`config.mk`:
```
export PLATFORM = sky130hd
export DESIGN_NAME = exc_redirect_ctrl
export DESIGN_NICKNAME = d
export VERILOG_FILES = /design/src/rtl/exc_pkg.sv /design/src/rtl/exc_redirect_ctrl.sv
export SDC_FILE = /design/constraint.sdc
export NUM_CORES = 1
export LEC_CHECK = 0
export CAP_MARGIN = 10
export CELL_PAD_IN_SITES_DETAIL_PLACEMENT = 1
export CELL_PAD_IN_SITES_GLOBAL_PLACEMENT = 1
export CORE_UTILIZATION = 32
export DETAILED_ROUTE_END_ITERATION = 16
export PLACE_DENSITY = 0.83
export RECOVER_POWER = 25
export SLEW_MARGIN = 10
export SYNTH_ARGS = -nofsm -noshare
export SYNTH_HDL_FRONTEND = slang
export SYNTH_SLANG_ARGS = --single-unit
```
`constraint.sdc`:
```
create_clock -name clk -period 4 [get_ports clk]
set_clock_uncertainty 0.1 [all_clocks]
set_input_delay 1 -clock clk [delete_from_list [all_inputs] [get_ports clk]]
set_output_delay 1 -clock clk [all_outputs]
set_load 0.01 [all_outputs]
```
`src/rtl/exc_pkg.sv`:
```
// Shared types and PC-select encodings for the exception redirect controller.
package exc_pkg;

  typedef enum logic [1:0] {
    IDLE     = 2'd0,
    FETCH    = 2'd1,
    REDIRECT = 2'd2
  } exc_state_t;

  typedef enum logic [1:0] {
    CAUSE_NONE = 2'b00,
    CAUSE_OPC  = 2'b01,
    CAUSE_OVF  = 2'b10
  } exc_cause_t;

  localparam logic [1:0] PCSEL_SEQ = 2'd0;
  localparam logic [1:0] PCSEL_BR  = 2'd1;
  localparam logic [1:0] PCSEL_EXC = 2'd2;

endpackage

```
`src/rtl/exc_redirect_ctrl.sv`:
```
// Trap/return redirect controller: records EPC and cause, fetches the handler
// vector from memory (with timeout fallback) and steers the PC mux.
module exc_redirect_ctrl
  import exc_pkg::*;
#(
  parameter int              XLEN         = 64,
  parameter logic [XLEN-1:0] VEC_ADDR_OPC = 64'd254,
  parameter logic [XLEN-1:0] VEC_ADDR_OVF = 64'd255,
  parameter int              MEM_TIMEOUT  = 8,
  parameter logic [XLEN-1:0] DEFAULT_VEC  = 64'd0
) (
  input  logic            clk,
  input  logic            reset,
  input  logic [XLEN-1:0] cur_pc,
  input  logic            branch_taken,
  input  logic            exc_opcode,
  input  logic            exc_overflow,
  input  logic            exc_return,
  output logic            mem_rd_req,
  output logic [XLEN-1:0] mem_addr,
  input  logic [XLEN-1:0] mem_rdata,
  input  logic            mem_rvalid,
  output logic [1:0]      mux_pc_signal,
  output logic [XLEN-1:0] pc_exception,
  output logic            pc_write,
  output logic            stall,
  output logic [XLEN-1:0] epc,
  output logic [1:0]      cause
);

  localparam int TW = (MEM_TIMEOUT > 1) ? $clog2(MEM_TIMEOUT) : 1;
  localparam logic [TW-1:0] TIMER_LAST = TW'(MEM_TIMEOUT - 1);

  exc_state_t      r_state;
  exc_cause_t      r_cause;
  logic [XLEN-1:0] r_epc;
  logic [XLEN-1:0] r_pc_exception;
  logic [XLEN-1:0] r_mem_addr;
  logic            r_mem_rd_req;
  logic [TW-1:0]   r_timer;
  logic            w_trap;

  assign w_trap = exc_opcode | exc_overflow;

  always_ff @(posedge clk) begin
    if (reset) begin
      r_state        <= IDLE;
      r_cause        <= CAUSE_NONE;
      r_epc          <= '0;
      r_pc_exception <= '0;
      r_mem_addr     <= '0;
      r_mem_rd_req   <= 1'b0;
      r_timer        <= '0;
    end else begin
      r_mem_rd_req <= 1'b0;
      case (r_state)
        IDLE: begin
          if (w_trap) begin
            r_epc        <= cur_pc;
            r_cause      <= exc_opcode ? CAUSE_OPC : CAUSE_OVF;
            r_mem_addr   <= exc_opcode ? VEC_ADDR_OPC : VEC_ADDR_OVF;
            r_mem_rd_req <= 1'b1;
            r_timer      <= '0;
            r_state      <= FETCH;
          end else if (exc_return) begin
            r_pc_exception <= r_epc;
            r_cause        <= CAUSE_NONE;
            r_state        <= REDIRECT;
          end
        end
        FETCH: begin
          if (mem_rvalid) begin
            r_pc_exception <= mem_rdata;
            r_state        <= REDIRECT;
          end else if (r_timer == TIMER_LAST) begin
            // Memory never answered: fall back so the core cannot hang.
            r_pc_exception <= DEFAULT_VEC;
            r_state        <= REDIRECT;
          end else begin
            r_timer <= r_timer + 1'b1;
          end
        end
        REDIRECT: r_state <= IDLE;
        default:  r_state <= IDLE;
      endcase
    end
  end

  // In IDLE a trap holds the PC so the faulting instruction is not skipped.
  always_comb begin
    mux_pc_signal = PCSEL_SEQ;
    pc_write      = 1'b1;
    stall         = 1'b0;
    case (r_state)
      IDLE: begin
        if (w_trap) begin
          pc_write = 1'b0;
        end else if (!exc_return && branch_taken) begin
          mux_pc_signal = PCSEL_BR;
        end
      end
      FETCH: begin
        pc_write = 1'b0;
        stall    = 1'b1;
      end
      REDIRECT: begin
        mux_pc_signal = PCSEL_EXC;
        stall         = 1'b1;
      end
      default: ;
    endcase
  end

  assign mem_rd_req   = r_mem_rd_req;
  assign mem_addr     = r_mem_addr;
  assign pc_exception = r_pc_exception;
  assign epc          = r_epc;
  assign cause        = r_cause;

endmodule
```
[Word-level counts from Yosys, hierarchy flattened]
Cells that the tools add are included.
Cells by class
  reductions and logical operators: 12
  add/sub/neg operators: 1
  eq/ne operators: 10
  mux-type cells: 25
  bitwise operators: 2
Operators by type and width (count)
  $mux W64: 4
  $pmux W64 S2: 1
  $mux W2: 7
  $ne A2 B2 Y1 const B: 5
  $mux W3: 3
  $pmux W2 S2: 2
  $reduce_and A4 Y1: 2
  $mux W1: 6
  $ne A3 B3 Y1 const B: 2
  $pmux W3 S2: 1
  $reduce_and A2 Y1: 3
  $reduce_bool A2 Y1: 2
  $reduce_or A2 Y1: 2
  $add A3 B1 Y3 const B: 1
  $eq A3 B3 Y1 const B: 1
  $eq A2 B1 Y1 const B: 1
  $eq A2 B2 Y1 const B: 1
  $logic_not A2 Y1: 1
  $pmux W1 S2: 1
  $logic_and A1 B1 Y1: 1
  $logic_not A1 Y1: 1
  $not A1 Y1: 1
  $or A1 B1 Y1: 1
Word-level totals
  register bits: 200
  word-level logic and storage cells: 57
  bits of input ports: 135
  output and inout port bits: 199

[Depth between registers and ports, before layout]
Gate-level depths: netlist of the first run.
  depth after elaboration: 5
  depth in mapped cells: 8
  mapped depth without buffers: 5

[Worst setup path after synthesis of the first run]
No wires, ideal clock.
  path kind: input port to output port
  start point: input port exc_opcode
  end point: output port pc_write
  data arrival time: 1.716 ns
  data required time: 2.900 ns
  cell stages on the path: 3
  buffers on the path: 1
  setup slack: 1.184 ns
  cell sequence: buf_6 or3b_2 o21ai_0
Between the ends
  cells in the longest elaborated chain, start to end: 3
RTL lines
  start, declared: RTL line exc_redirect_ctrl.sv:16  | input logic exc_opcode,
  $or A1 B1 Y1: RTL line exc_redirect_ctrl.sv:43  | assign w_trap = exc_opcode | exc_overflow;
  $mux W1: RTL line exc_redirect_ctrl.sv:96  | if (w_trap) begin
  $pmux W1 S2: RTL line exc_redirect_ctrl.sv:94  | case (r_state)
  end, declared: RTL line exc_redirect_ctrl.sv:25  | output logic pc_write,
No other way between the ends.

[Final worst setup path of the first run]
  start point: input port exc_overflow
  end point: output port pc_write
Between the ends
  cells in the longest elaborated chain, start to end: 3
RTL lines
  start, declared: RTL line exc_redirect_ctrl.sv:17  | input logic exc_overflow,
  $or A1 B1 Y1: RTL line exc_redirect_ctrl.sv:43
  $mux W1: RTL line exc_redirect_ctrl.sv:96
  $pmux W1 S2: RTL line exc_redirect_ctrl.sv:94
No other way between the ends.

==> results of run 1 <==
final timing paths:
path / cells after the start / endpoint / startpoint / slack (ns)
setup / recovery: 4 / pc_write / exc_overflow / 0.20
hold / removal: 2 / epc[40] / epc[40] / 0.37
setup reg to reg: 6 / pc_exception[38] / r_state[1] / 1.38
hold reg to reg: 2 / epc[40] / epc[40] / 0.37
state kept, by name (all words and copies together) (netlist names):
register	count
epc	64
pc_exception	64
r_timer	3
cause	2
mem_addr	2
r_state	2
mem_rd_req	1
stage by stage:
step                      util [%]  cells  setup WS [ns]
after floorplan                  -    883          1.184
after global placement       45.83   1321         0.2663
after detailed placement     45.83   1321         0.2173
after CTS                    48.81   1353         0.2107
after global routing         48.76   1353         0.1439
final                        48.76   1353         0.2020
final cells by class:
class / count / share of cell area (%)
well taps: 275 / 3.315
flip-flops and latches: 138 / 26.62
inverters: 2 / 0.07232
multi-input cells: 614 / 35.98
clock buffers: 19 / 4.267
clock inverters: 13 / 1.844
repair buffers: 292 / 27.90
cells in the final DEF (no fill, tap or decap), drive strengths merged:
| master | synthesis | layout |
|---|---|---|
| a211oi | 2 | 2 |
| a21oi | 133 | 133 |
| a22oi | 1 | 1 |
| a2bb2oi | 1 | 1 |
| and2 | 1 | 1 |
| buf | 78 | 15 |
| bufinv | 0 | 4 |
| clkbuf | 51 | 21 |
| clkdlybuf4s50 | 0 | 213 |
| clkinv | 0 | 4 |
| clkinvlp | 0 | 3 |
| conb | 1 | 56 |
| dfxtp | 138 | 138 |
| dlygate4sd3 | 0 | 62 |
| ha | 5 | 5 |
| inv | 2 | 4 |
| mux2 | 64 | 64 |
| nand2 | 130 | 130 |
| nand2b | 65 | 65 |
| nand3 | 64 | 64 |
| nand4 | 2 | 2 |
| nor2 | 7 | 7 |
| nor2b | 65 | 65 |
| nor3b | 2 | 2 |
| nor4b | 1 | 1 |
| o21a | 2 | 2 |
| o21ai | 6 | 6 |
| o31ai | 3 | 3 |
| or3b | 2 | 2 |
| or4 | 2 | 2 |
critical path, stage by stage:
cell             delay [ns]
clkdlybuf4s50_1        0.48
or3b_2                 0.53
o21ai_0                0.12
clkdlybuf4s50_1        0.57
synth_stat cells, types with 2 or more instances:
library cell	number	share of area [%]
dfxtp_1	138	39
a21oi_1	133	9.4
nand2_1	130	6.9
nand2b_1	65	5.8
nor2b_1	65	5.8
nand3_1	64	4.5
buf_4	62	6.6
mux2_4	60	13
clkbuf_1	51	2.7
buf_6	8	1.3
buf_1	7	0.37
nor2_1	7	0.37
o21ai_0	6	0.43
ha_1	5	0.89
mux2_2	4	0.64
o31ai_1	3	0.32
a211oi_1	2	0.21
inv_1	2	0.11
nand4_1	2	0.18
nor3b_1	2	0.21
o21a_1	2	0.21
or4_1	2	0.21
power breakdown:
part	switching [mW]	leakage (nW)	internal, mW
clock	0.636	0.300	1.07
sequential	0.0821	1.13	1.50
combinational	0.583	2.82	0.582
cell families after synthesis:
family          Yosys count
simple gates            341
compound gates          148
flops                   138
buf+inv                 131
mux                      64
fa+ha+maj                 5
other cells               1
routing by layer:
layer  track usage [%]  up-vias  routed length, µm
met5                 0        -                  0
met2             35.48      203              11520
met4             7.071        0                485
li1                  -     3102                  -
met3             4.545       27               1372
met1             23.64     3127               9864
==> impl_metrics.py, run 1 <==
metrics = {
    "status": {
        "status": "finished with violations",
        "violations": "max-capacitance violations, max-slew violations",
    },
    "placed_design": {
        "io_buffers": 277,
        "gp_congestion": 0.7797,
        "dpl.hpwl_mm": 15.89,
        "postPlaceCellArea_um2": 9756,
    },
    "sta": {
        "timing.fmax_mhz": 263.3,
        "report.final.slew_viol_count": 92,
        "finalSetupTns_ns": 0,
        "hold_violations": 0,
        "whs_ns": 0.3711,
        "min_period_ns": 3.798,
        "setup_violations": 0,
        "worst_pin_slew_ns": 1.969,
        "rsz0062_at_grt": "no",
        "period_share_pct": 94.95,
        "maxSlewHeadroom_pct": -31.28,
    },
    "synth": {
        "synth.mux.area_fraction_pct": 13.42,
        "async_flop_share_pct": 0,
        "synth_ff_type": "dfxtp_1",
        "syn_inst": 828,
        "avgSynthCellArea_um2": 8.512,
        "syn-cell-area_um2": 7048,
        "synth-compound-area-share_pct": 10.85,
        "synth-edff-count": 0,
        "ys_ff_latch": 138,
        "ys_warn_count": 0,
        "synth_xor_xnor_area_share_pct": 0,
        "synth-simple-area-share_pct": 24.45,
        "synth_cell_types": 30,
        "yosys.area_share.adder_pct": 0.8876,
        "synth_seq_area_share_pct": 39.20,
        "synth_top_family_by_area": "simple AND/OR/NAND/NOR gates",
    },
    "route": {
        "dr.first_iter.drc_count": 183,
        "route.detailed.vias_per_inst": 4.774,
        "finalWirelength_mm": 23.24,
        "route.detailed.drc": 0,
        "dr.pass1.iters": 4,
        "ant_nets": 0,
        "dr_total_vias": 6459,
        "post_drt_wl_per_cell_um": 17.18,
    },
    "worst_setup_path": {
        "required_ns": 2.90,
        "critPathKind": "in -> out",
        "cp_data_arrival_time_ns": 2.70,
        "crit_path_start_kind": "input pin",
        "cp_max_fo": 5,
        "end_kind": "primary output",
    },
    "cells_and_area": {
        "final_nets": 1205,
        "multi_input_area_um2": 3735,
        "drive_above_1_share_pct": 10.76,
        "diodes": 0,
        "seq_area_um2": 2763,
        "fillCellCount": 2502,
        "area_growth_pct": 47.28,
        "final_area_um2": 10380,
    },
    "clock_network": {
        "h-tree-depth": 4,
        "cts_sinks": 138,
        "cts.clk_slew.worst_paths_ns": 0.06,
        "post-cts-setup-buffers": 0,
        "root_buffer": "clkbuf_16",
        "clkLatencyLatePin_ns": 0.41,
        "clock_path_buffers": 2,
        "cts_tree": "done",
        "cts_buffers": 17,
        "post_cts_resized": 0,
        "cts_hold_buf": 0,
    },
    "run": {
        "max-cap-violations": 1,
    },
    "floorplan": {
        "start_util_pct": 33.11,
        "die-area_um2": 22620,
        "core_area_um2": 21290,
        "die_w_um": 150.4,
        "dieHeight_um": 150.4,
        "num_rows": 53,
        "io_pins": 334,
    },
    "pwr": {
        "p_leak_nw": 4.246,
        "total_power_mw": 4.445,
        "ir_drop_mv": 0.2330,
        "power_density_nw_per_um2": 428.3,
    },
    "grt": {
        "track_usage_pct": 20.08,
        "grt_pass1_vias": 6490,
        "gr-total-overflow": 0,
        "grt_max_degree": 93,
        "grt_antenna_before_repair": 0,
        "grt_first_pass_wirelength_mm": 35.18,
    },
    "min_path": {
        "min_path_type": "reg -> reg",
    },
}
No activity file was read; power rests on OpenSTA's default activity.
==> run 2: changes to the inputs <==
--- a/config.mk
+++ b/config.mk
@@ -6,11 +6,9 @@
 export NUM_CORES = 1
 export LEC_CHECK = 0
 export CAP_MARGIN = 10
-export CELL_PAD_IN_SITES_DETAIL_PLACEMENT = 1
-export CELL_PAD_IN_SITES_GLOBAL_PLACEMENT = 1
-export CORE_UTILIZATION = 32
+export CORE_UTILIZATION = 33
 export DETAILED_ROUTE_END_ITERATION = 16
-export PLACE_DENSITY = 0.83
+export PLACE_DENSITY = 0.63
 export RECOVER_POWER = 25
 export SLEW_MARGIN = 10
 export SYNTH_ARGS = -nofsm -noshare
==> impl_metrics.py, run 2 (synthesized netlist as in run 1, its figures left out) <==
metrics = {
    "sta": {
        "finalSetupTns_ns": 0,
        "period_share_pct": 95.00,
        "min_period_ns": 3.800,
        "rsz0062_at_grt": "no",
        "hold_violations": 0,
        "fin_ws_ns": 0.2002,
        "report.final.slew_viol_count": 76,
        "timing.fmax_mhz": 263.2,
        "worst_pin_slew_ns": 1.551,
        "maxSlewHeadroom_pct": -3.381,
        "setup_violations": 0,
    },
    "placed_design": {
        "gp_congestion": 0.7815,
        "io_buffers": 277,
        "dpl_worst_slack_ns": 0.2106,
        "dpl.hpwl_mm": 13.63,
    },
    "grt": {
        "gr-total-overflow": 0,
        "track_usage_pct": 18.47,
        "grt_pass1_vias": 5707,
        "grt_first_pass_wirelength_mm": 31.78,
        "gr-usage-met2_pct": 30.61,
        "gr-max-usage-layer": "met2",
        "grt_antenna_before_repair": 0,
        "grt_max_degree": 94,
        "grtUsageMet3_pct": 3.558,
        "gr-usage-met1_pct": 23.75,
    },
    "worst_setup_path": {
        "required_ns": 2.90,
        "crit_path_start_kind": "input pin",
        "cpMostUsedCell": "clkdlybuf4s50_1",
        "r2r_setup_slack_ns": 1.44,
        "critPathKind": "in -> out",
        "critPathSlowestCell": "clkdlybuf4s50_1",
        "slowest_delay_ns": 0.56,
        "crit_chain": "clkdlybuf4s50_1 -> or3b_2 -> o21ai_0 -> clkdlybuf4s50_1",
        "end_kind": "primary output",
        "cp_data_arrival_time_ns": 2.70,
        "cp_max_fo": 6,
    },
    "route": {
        "finalWirelength_mm": 20.59,
        "route.detailed.drc": 0,
        "dr.pass1.iters": 4,
        "post_drt_wl_per_cell_um": 15.24,
        "ant_nets": 0,
        "dr_total_vias": 6176,
        "route.detailed.vias_per_inst": 4.571,
        "dr.first_iter.drc_count": 207,
    },
    "clock_network": {
        "cts_hold_buf": 0,
        "cts_sinks": 138,
        "clkLatencyLatePin_ns": 0.41,
        "cts_tree": "done",
        "h-tree-depth": 4,
        "cts.clk_slew.worst_paths_ns": 0.06,
        "post-cts-setup-buffers": 0,
        "root_buffer": "clkbuf_16",
        "clock_path_buffers": 2,
        "cts_buffers": 17,
        "post_cts_resized": 0,
    },
    "floorplan": {
        "die-area_um2": 21950,
        "dieHeight_um": 148.1,
        "core_area_um2": 20960,
        "die_w_um": 148.1,
        "num_rows": 53,
        "io_pins": 334,
        "start_util_pct": 33.63,
    },
    "min_path": {
        "min_path_type": "reg -> reg",
    },
    "cells_and_area": {
        "final_cell_mix": "clkdlybuf4s50_1, dfxtp_1, a21oi_1",
        "final_nets": 1203,
        "drive_above_1_share_pct": 10.59,
        "final_common_cell": "clkdlybuf4s50_1",
        "area_growth_pct": 46.44,
        "diodes": 0,
    },
    "run": {
        "max-cap-violations": 1,
    },
    "pwr": {
        "ir_drop_mv": 0.2413,
        "power_density_nw_per_um2": 419.7,
        "p_leak_nw": 4.211,
    },
    "status": {
        "violations": "max-capacitance violations, max-slew violations",
        "status": "finished with violations",
    },
}
run 2: changes by cell type in the layout (fill, tap and decap cells not counted), sizes merged:
cell and delta:
bufinv -1, buf -2, clkinvlp +1
run 2: worst max-delay path, delay by kind of cell:
| family | cells | cell delay (ns) |
|---|---|---|
| AOI/OAI and AO/OA | 1 | 0.10 |
| buffers and inverters | 2 | 1.06 |
| and+or+nand+nor | 1 | 0.54 |
run 2: worst paths after layout:
kind | endpoint | depth (start not counted) | start
hold / removal | epc[13] | 2 | epc[13]
setup / recovery | pc_write | 4 | exc_overflow
hold reg to reg | epc[13] | 2 | epc[13]
setup reg to reg | pc_exception[41] | 6 | r_state[1]
run 2: cell type report:
cell class	count	area, µm²
multi-input combinational	614	3735
timing repair buffer	290	2870
inverter	2	7.507
sequential	138	2763
tap	275	344.1
fill	2086	10630
clock inverter	13	168.9
clock buffer	19	432.9
run 2: report_power, final:
group	leakage (nW)	total, mW	switching, mW	internal, mW
logic	2.80	1.14	0.562	0.578
registers	1.13	1.57	0.0782	1.50
clock network	0.280	1.62	0.631	0.986
run 2: routing by layer:
metal  up-vias  part of all wire (%)
met1      2837                    45
met3        23                   6.1
li1       3108                     -
met4         0                   1.6
met2       208                    48
met5         -                     0
run 2: stage by stage:
stage	utilization (%)	instances	cell area, µm²	total power [mW]	hold slack (ns)
after floorplan	-	883	7254	2.293	0.3477
after global placement	46.48	1319	9741	2.764	0.3575
after detailed placement	46.48	1319	9741	2.771	0.3623
after CTS	49.36	1351	10340	4.417	0.3706
after global routing	49.25	1351	10320	4.555	0.3916
final	49.25	1351	10320	4.332	0.3689
